**config.mk**
```make
export PLATFORM = sky130hd
export DESIGN_NAME = tx_response_fifo
export DESIGN_NICKNAME = d
export VERILOG_FILES = /design/src/rtl/tx_response_fifo.sv
export SDC_FILE = /design/constraint.sdc
export NUM_CORES = 1
export LEC_CHECK = 0
export ABC_AREA = 1
export CAP_MARGIN = 20
export CELL_PAD_IN_SITES_DETAIL_PLACEMENT = 1
export CELL_PAD_IN_SITES_GLOBAL_PLACEMENT = 2
export CORE_MARGIN = 5
export CORE_UTILIZATION = 39
export DETAILED_ROUTE_END_ITERATION = 7
export PLACE_DENSITY = 0.78
export SLEW_MARGIN = 20
export SYNTH_ARGS = -nofsm -noshare
export SYNTH_HDL_FRONTEND = slang
export SYNTH_SLANG_ARGS = --single-unit
```
**constraint.sdc**
```tcl
create_clock -name TxFifo_CLK -period 2.1 [get_ports TxFifo_CLK]
set_clock_uncertainty 0.2 [all_clocks]
set_input_delay 0.42 -clock TxFifo_CLK [delete_from_list [all_inputs] [get_ports TxFifo_CLK]]
set_output_delay 0.42 -clock TxFifo_CLK [all_outputs]
set_load 0.05 [all_outputs]
```
**src/rtl/tx_response_fifo.sv**
```systemverilog
// Byte FIFO feeding the UART TX crossing; a request/busy handshake FSM holds each
// head byte level-stable until the synchronized TX busy confirms capture.
module tx_response_fifo #(
  parameter int DATA_WIDTH   = 8,
  parameter int DEPTH        = 8,
  parameter int ADDR_WIDTH   = 3,
  parameter int BUSY_TIMEOUT = 1023
) (
  input  logic                  TxFifo_CLK,
  input  logic                  TxFifo_RST,
  input  logic [DATA_WIDTH-1:0] TxFifo_WrData,
  input  logic                  TxFifo_Wr_en,
  input  logic                  TxFifo_Flush,
  input  logic                  TxFifo_Busy,
  output logic [DATA_WIDTH-1:0] TxFifo_TXPdata,
  output logic                  TxFifo_TX_Data_Valid,
  output logic                  TxFifo_Full,
  output logic                  TxFifo_Empty,
  output logic [ADDR_WIDTH:0]   TxFifo_Count,
  output logic                  TxFifo_Overflow,
  output logic                  TxFifo_Timeout
);

  // state | meaning
  // IDLE  | no request outstanding; launch one when a byte is queued and TX is idle
  // REQ   | Valid high, head byte presented, waiting for busy to rise
  // WAIT  | byte popped, waiting for TX busy to fall before the next request
  typedef enum logic [1:0] {S_IDLE, S_REQ, S_WAIT} state_t;

  localparam int TW = (BUSY_TIMEOUT < 1) ? 1 : $clog2(BUSY_TIMEOUT + 1);
  localparam logic [TW-1:0]       TMR_LOAD = TW'(BUSY_TIMEOUT);
  localparam logic [ADDR_WIDTH:0] DEPTH_C  = (ADDR_WIDTH + 1)'(DEPTH);

  logic [DATA_WIDTH-1:0] mem_q [DEPTH];
  logic [ADDR_WIDTH-1:0] wr_ptr_q, wr_ptr_d;
  logic [ADDR_WIDTH-1:0] rd_ptr_q, rd_ptr_d;
  logic [ADDR_WIDTH:0]   count_q, count_d;
  logic [TW-1:0]         tmr_q;
  state_t                state_q;
  logic [DATA_WIDTH-1:0] txp_q;
  logic                  valid_q, ovf_q, timeout_q;
  logic                  full, empty, push, pop;

  assign full  = (count_q == DEPTH_C);
  assign empty = (count_q == '0);
  // Full is judged before the edge, so a same-cycle pop never makes room for a write.
  assign push  = TxFifo_Wr_en & ~full & ~TxFifo_Flush;
  assign pop   = (state_q == S_REQ) & TxFifo_Busy & ~TxFifo_Flush;

  always_comb begin
    wr_ptr_d = wr_ptr_q;
    rd_ptr_d = rd_ptr_q;
    count_d  = count_q;
    if (TxFifo_Flush) begin
      wr_ptr_d = '0;
      rd_ptr_d = '0;
      count_d  = '0;
    end else begin
      if (push) wr_ptr_d = wr_ptr_q + 1'b1;
      if (pop)  rd_ptr_d = rd_ptr_q + 1'b1;
      case ({push, pop})
        2'b10:   count_d = count_q + 1'b1;
        2'b01:   count_d = count_q - 1'b1;
        default: count_d = count_q;
      endcase
    end
  end

  always_ff @(posedge TxFifo_CLK) begin
    if (push) mem_q[wr_ptr_q] <= TxFifo_WrData;
  end

  always_ff @(posedge TxFifo_CLK or negedge TxFifo_RST) begin
    if (!TxFifo_RST) begin
      wr_ptr_q  <= '0;
      rd_ptr_q  <= '0;
      count_q   <= '0;
      tmr_q     <= '0;
      state_q   <= S_IDLE;
      txp_q     <= '0;
      valid_q   <= 1'b0;
      ovf_q     <= 1'b0;
      timeout_q <= 1'b0;
    end else begin
      wr_ptr_q  <= wr_ptr_d;
      rd_ptr_q  <= rd_ptr_d;
      count_q   <= count_d;
      ovf_q     <= TxFifo_Wr_en & full & ~TxFifo_Flush;
      timeout_q <= 1'b0;
      if (TxFifo_Flush) begin
        state_q <= S_IDLE;
        valid_q <= 1'b0;
      end else begin
        case (state_q)
          S_IDLE: begin
            if (!empty && !TxFifo_Busy) begin
              state_q <= S_REQ;
              txp_q   <= mem_q[rd_ptr_q];
              valid_q <= 1'b1;
              tmr_q   <= TMR_LOAD;
            end
          end
          S_REQ: begin
            if (TxFifo_Busy) begin
              state_q <= S_WAIT;
              valid_q <= 1'b0;
            end else if (tmr_q == '0) begin
              // Byte stays at the head, so the next IDLE pass retries it.
              state_q   <= S_IDLE;
              valid_q   <= 1'b0;
              timeout_q <= 1'b1;
            end else begin
              tmr_q <= tmr_q - 1'b1;
            end
          end
          S_WAIT: begin
            if (!TxFifo_Busy) state_q <= S_IDLE;
          end
          default: begin
            state_q <= S_IDLE;
            valid_q <= 1'b0;
          end
        endcase
      end
    end
  end

  assign TxFifo_TXPdata       = txp_q;
  assign TxFifo_TX_Data_Valid = valid_q;
  assign TxFifo_Full          = full;
  assign TxFifo_Empty         = empty;
  assign TxFifo_Count         = count_q;
  assign TxFifo_Overflow      = ovf_q;
  assign TxFifo_Timeout       = timeout_q;

endmodule

```
======== Yosys cells after proc, flatten, opt, wreduce, memory -nomap -nowiden ========
Memories as Yosys holds them, arrays and structs flattened. A register that Yosys moved wholly into a read port is not among the register bits.
Cells that the tools add are included.
storage, ports and cells
  register bits ........................... 25
  bits in writable memories ............... 64
  input port bits ......................... 13
  output and inout bits ................... 17
  word-level logic and storage cells ...... 76
  memories ................................ 1
memories
  memory  words  bits a word  read ports  clocked after memory_dff  write ports  line  RTL
  mem_q   8      8            1           1                         1            34    logic [DATA_WIDTH-1:0] mem_q [DEPTH];
operators by class
  $add $sub $neg .......................... 5
  eq/ne operators ......................... 12
  multiplexer cells ....................... 27
  bitwise gates (word level) .............. 8
  reduce and logical (&&, ||, !) cells .... 15
operators by type and width
  cell                                                   count
  two-way mux 10 bit                                     3
  case mux 10 bit (2 select lines)                       1
  two-way mux 3 bit                                      4
  logical NOT 10 bit                                     1
  two-way mux 1 bit                                      10
  two-way mux 2 bit                                      5
  subtractor 10 x 1 -> 10 bit, second input constant     1
  AND reduction 3 bit                                    3
  inequality test 2 bit, second input constant           4
  case mux 4 bit (2 select lines)                        1
  adder 3 x 1 -> 3 bit, second input constant            2
  AND 1 bit                                              6
  inequality test 3 bit, second input constant           2
  case mux 2 bit (3 select lines)                        1
  nonzero test 2 bit                                     3
  AND reduction 5 bit                                    1
  adder 4 x 1 -> 4 bit, second input constant            1
  == test 2 x 1 -> 1 bit, second input constant          2
  == test 2 bit, second input constant                   2
  == test 4 bit, second input constant                   1
  logical NOT 4 bit                                      1
  two-way mux 4 bit                                      1
  inequality test 4 x 3 -> 1 bit, second input constant  1
  subtractor 4 x 1 -> 4 bit, second input constant       1
  6 further kinds                                        9

======== Logic depth before layout (Yosys ltp) ========
  word-level depth ........................ 7
  depth in mapped cells ................... 14
  depth with buffers taken out ............ 14

======== Worst setup path after synthesis ========
Ideal clock, no wire load.
  kind .................................... reg-to-reg
  start point ............................. register count_q[1], in the netlist TxFifo_Count[1]
  end point ............................... register count_q[3], in the netlist TxFifo_Count[3]
  setup time .............................. 118 ps
  data arrival time ....................... 1,938 ps
  required time ........................... 1,782 ps
  setup slack ............................. -156 ps
  cell stages (with the launch flop) ...... 13
  period minus slack after synthesis ...... 2,256 ps
  cell sequence ........................... dfrtp_1 -> nor2_1 -> nand2_1 -> nand2_1 -> nand2_1 -> inv_1 -> ha_1 -> nand2_1 -> nand3b_1 -> nand2_1 -> nand2_1 -> nand3_1 -> nand2_1
on the way
  longest elaborated chain between the ends .. 7
  elaborated cells between the ends (all ways) .. 11
  those cells by class .................... add/sub (2); eq/ne (3); mux (2); bitwise (3); reduce/logical (1)
ends and longest elaborated chain
  what                                                            line  RTL
  start, declared                                                 37    logic [ADDR_WIDTH:0] count_q, count_d;
  start signal, assigned                                          87    count_q <= count_d;
  == test 4 bit                                                   44    assign full = (count_q == DEPTH_C);
  NOT 1 bit                                                       47    assign push = TxFifo_Wr_en & ~full & ~TxFifo_Flush;
  AND 1 bit (2 in series)                                         47
  == test 2 x 1 -> 1 bit / == test 2 bit (equally long branches)  61    case ({push, pop})
  case mux 4 bit (2 select lines)                                 61
  two-way mux 4 bit                                               54    if (TxFifo_Flush) begin
Several ways; a longest one is shown, not always the timed one.
A chain may end at the register's enable or synchronous reset.

======== Worst setup path after layout ========
  start point ............................. input TxFifo_Busy
  end point ............................... register count_q[2], in the netlist TxFifo_Count[2]
on the way
  longest elaborated chain between the ends .. 5
  elaborated cells between the ends (all ways) .. 7
  those cells by class .................... eq/ne (2); mux (2); bitwise (2); reduce/logical (1)
ends and longest elaborated chain
  what                                                            line  RTL
  start, declared                                                 14    input logic TxFifo_Busy,
  AND 1 bit * (2 in series)                                       48    assign pop = (state_q == S_REQ) & TxFifo_Busy & ~TxFifo_Flush;
  == test 2 x 1 -> 1 bit / == test 2 bit (equally long branches)  61
  case mux 4 bit (2 select lines)                                 61
  two-way mux 4 bit                                               54
Every way passes the cells marked *; elsewhere a longest branch is shown, timed or not.

==> key figures <==
Job
  – # Max-Cap Violations: 0

Timing
  – Final setup viols: 0
  – Fmax: 496 MHz
  – Post-layout min period: 2.01 ns
  – Fin. max-slew vios: 0
  – Crit share post-route: 95.9%
  – Worst-Margin Slew: 0.325 ns
  – Final hold vios: 0
  – Final worst setup slack: 0.0852 ns
  – Rel. slew slack: 78.3%

Finish
  – Inserted Diodes: 0
  – Most common cell after layout, fill and taps aside: buf_4
  – Most frequent cells in the layout: buf_4, edfxtp_1, o21ai_0
  – Net count, final: 489
  – Area growth, synth to finish: 24.6%
  – Layout cell share with drive strength beyond 1: 22.1%
  – # fillers: roughly 1.2k
  – Post-layout util: 50.2%

Global route
  – Total gr overflow: 0
  – Largest net degree at the start of global routing: 34
  – Vias in the first global route: 3412
  – First-pass GRT wire length: 17800 µm
  – GRT Util Overall: 17.7%
  – Antenna violations before repair: 0

Power
  – Sw Share: roughly 36%
  – P per Cell Area: between 1000 and 1500 nW/µm²
  – Sequential power share: 46.0%
  – Worst vdd ir: 0.435 mV
  – P_int: 3.39 mW
  – Pwr Total: 5.28 mW
  – Combinational Power Share: between 20% and 30%
  – Psw: between 1.5 and 2 mW
  – Leakage power: ~2.2 nW
  – Clock share of power: 24.6%

Critical path
  – Reg2Reg Depth: 12
  – CP Data Required Time: roughly 2.1 ns
  – Crit path depth: 13
  – CP arrival: 2.05 ns
  – Crit. End Element: flip-flop
  – Slowest CP cell: clkdlybuf4s50_1
  – Setup Crit Path Kind: input port to flip-flop
  – Critical Path Max Stage Delay: 0.51 ns
  – Crit-path leading delay family: buffers and inverters
  – Crit path top cell by count: nand2_1
  – Worst Path Buf+Inv: 4
  – Worst Setup Start Kind: input port
  – Critical-path cell list: clkdlybuf4s50_1 -> nand3_2 -> nor2_4 -> nand2_1 -> buf_4 -> nand2_1 -> nand2_1 -> inv_1 -> ha_1 -> inv_1 -> nand2_1 -> xnor2_1 -> o22ai_1
  – Largest fanout on the critical path: 3

Routing
  – DR pass1 iterations: 4
  – Vias: ~3.2k
  – DR DRC count: 0
  – Total wire length: ~11000 µm
  – Drt wl/cell: 18.0 µm
  – Avg Vias per Cell: 5.18
  – 1st-iter DRT viols: between 200 and 250
  – Antenna viol nets, final: 0

Die
  – Initial Util: 40.3%
  – Core footprint: 10400 µm²
  – FP Rows: 37
  – Die Span X: 114 µm
  – Die Span Y: 114 µm
  – Num ports: 30
  – Die area: 12900 µm²

Clock tree
  – H-tree Lvls: 3
  – Clock Sinks: 97
  – Clock Latency Late Sink: 0.36 ns
  – Clock transition at path regs: approximately 0.1 ns
  – TritonCTS buffer count: 9
  – Longest Clk Path Bufs: 2
  – CTS tree: built
  – Clk root buf: clkbuf_8

Place
  – Port Buf Inserts: 29
  – RePlAce Congestion: a little under 0.8
  – Setup WS pre-CTS: -0.305 ns
  – HPWL Detailed: 7630 µm

Logic synthesis
  – Share of the synthesized area in the top cell type: 45.8%
  – Netlist cell types: 29
  – Synth area leader: edfxtp_1
  – Area contributors post-synth: edfxtp_1, dfrtp_1, o21ai_0, nor2_1, nand2_1
  – Syn Inst Count: 390
  – Synth Register Bits: 97
  – Syn avg cell area: 10.8 µm²
  – Ys Warns: 0
  – Cell area after synthesis: 4190 µm²
  – Seq/Total Area, Yosys: 65.5%
  – Syn nets: approximately 410

Hold path
  – Hold depth: 2
  – Min-delay worst type: flip-flop to flip-flop

Outcome
  – Status: finished clean
==> state kept, by name, summed over array words and instances (netlist names) <==
register and flops:
wr_ptr_q 3, TxFifo_Timeout 1, TxFifo_TXPdata 8, TxFifo_TX_Data_Valid 1
state_q 2, tmr_q 10, TxFifo_Count 4, TxFifo_Overflow 1
mem_q 64, rd_ptr_q 3
==> routing by layer <==
metal  vias up  share of wire [%]  GRT usage, %
met5         -                  0             0
met4         0                1.5          5.29
met3        15                2.5          2.44
met1      1586                 46          23.0
met2        52                 50          30.7
li1       1513                  -             -
==> power by group through the flow <==
| stage | sequential (mW) | clock (mW) | combinational (mW) |
|---|---|---|---|
| finish | 2.43 | 1.30 | 1.55 |
| global route | 2.46 | 1.41 | 1.69 |
| CTS | 2.43 | 1.33 | 1.54 |
| detailed placement | 2.48 | 0 | 1.52 |
| global placement | 2.46 | 0 | 1.48 |
| floorplan | 2.79 | 0 | 0.636 |
==> final timing paths <==
kind,to,slack [ns],startpoint
setup / recovery,TxFifo_Count[2],0.09,TxFifo_Busy
hold / removal,TxFifo_TXPdata[6],0.29,TxFifo_TXPdata[6]
setup reg to reg,TxFifo_Count[2],0.16,TxFifo_Count[0]
hold reg to reg,TxFifo_TXPdata[6],0.29,TxFifo_TXPdata[6]
max in group asynchronous,TxFifo_Count[0],1.14,TxFifo_RST
min in group asynchronous,tmr_q[4],0.34,TxFifo_RST
==> worst reg2reg max path: stages (launching register included) <==
cell     delay, ns
dfrtp_2       0.45
nor2_2        0.12
nand2_1       0.10
nand2_1       0.09
buf_4         0.12
nand3_1       0.10
nand2_1       0.10
inv_1         0.05
ha_1          0.17
inv_1         0.05
nand2_1       0.06
xnor2_1       0.13
o22ai_1       0.08
==> stage by stage <==
step                area (µm²)  hold WS, ns  cells  TNS [ns]
floorplan                 4200      -0.0756    390         0
global placement          4930        0.201    588    -17.10
detailed placement        4930        0.204    588    -20.11
CTS                       5150        0.301    606         0
global route              5220        0.330    611   -0.0343
finish                    5220        0.291    611         0
==> logic make-up after synthesis <==
| logic type | share of synthesized area, % |
|---|---|
| AOI/OAI and AO/OA | 11.2 |
| xor gates and xnor gates | 1.67 |
| and+or+nand+nor | 14.8 |
| DFF | 65.5 |
| buffers and inverters | 4.98 |
| adders and majority gates | 1.79 |
==> what timing repair did <==
| item | CTS | global route |
|---|---|---|
| endpoints found under the hold margin | 33 | 0 |
| setup endpoints to repair | 1 | 57 |
| pin swaps | 0 | 1 |
| resized for setup | 1 | 8 |
| cloned | 0 | 0 |
| setup buffers | 1 | 5 |
| hold buffers | 1 | 0 |
==> area by class of cell <==
type	instances	area (µm²)	share of cell area [%]
Clock inverter	7	83.8	1.60
Tap cell	136	170	3.26
Inverter	37	141	2.71
Timing Repair Buffer	82	687	13.1
Sequential cell	97	2750	52.7
Multi-Input combinational cell	243	1260	24.2
Clock buffer	9	124	2.37
==> cell usage after synthesis, drive strengths merged <==
cell type	number
nand3b	2
o21ai	67
edfxtp	64
nand3	16
nand2	55
xnor2	1
o221ai	6
inv	36
nor2	58
xor2	7
buf	5
clkinv	1
nor3	5
clkbuf	8
nand4	4
dfrtp	33
a21oi	3
or2	1
ha	6
nor4	1
o22ai	11
Note: power is estimated with default switching activity, not from simulation.
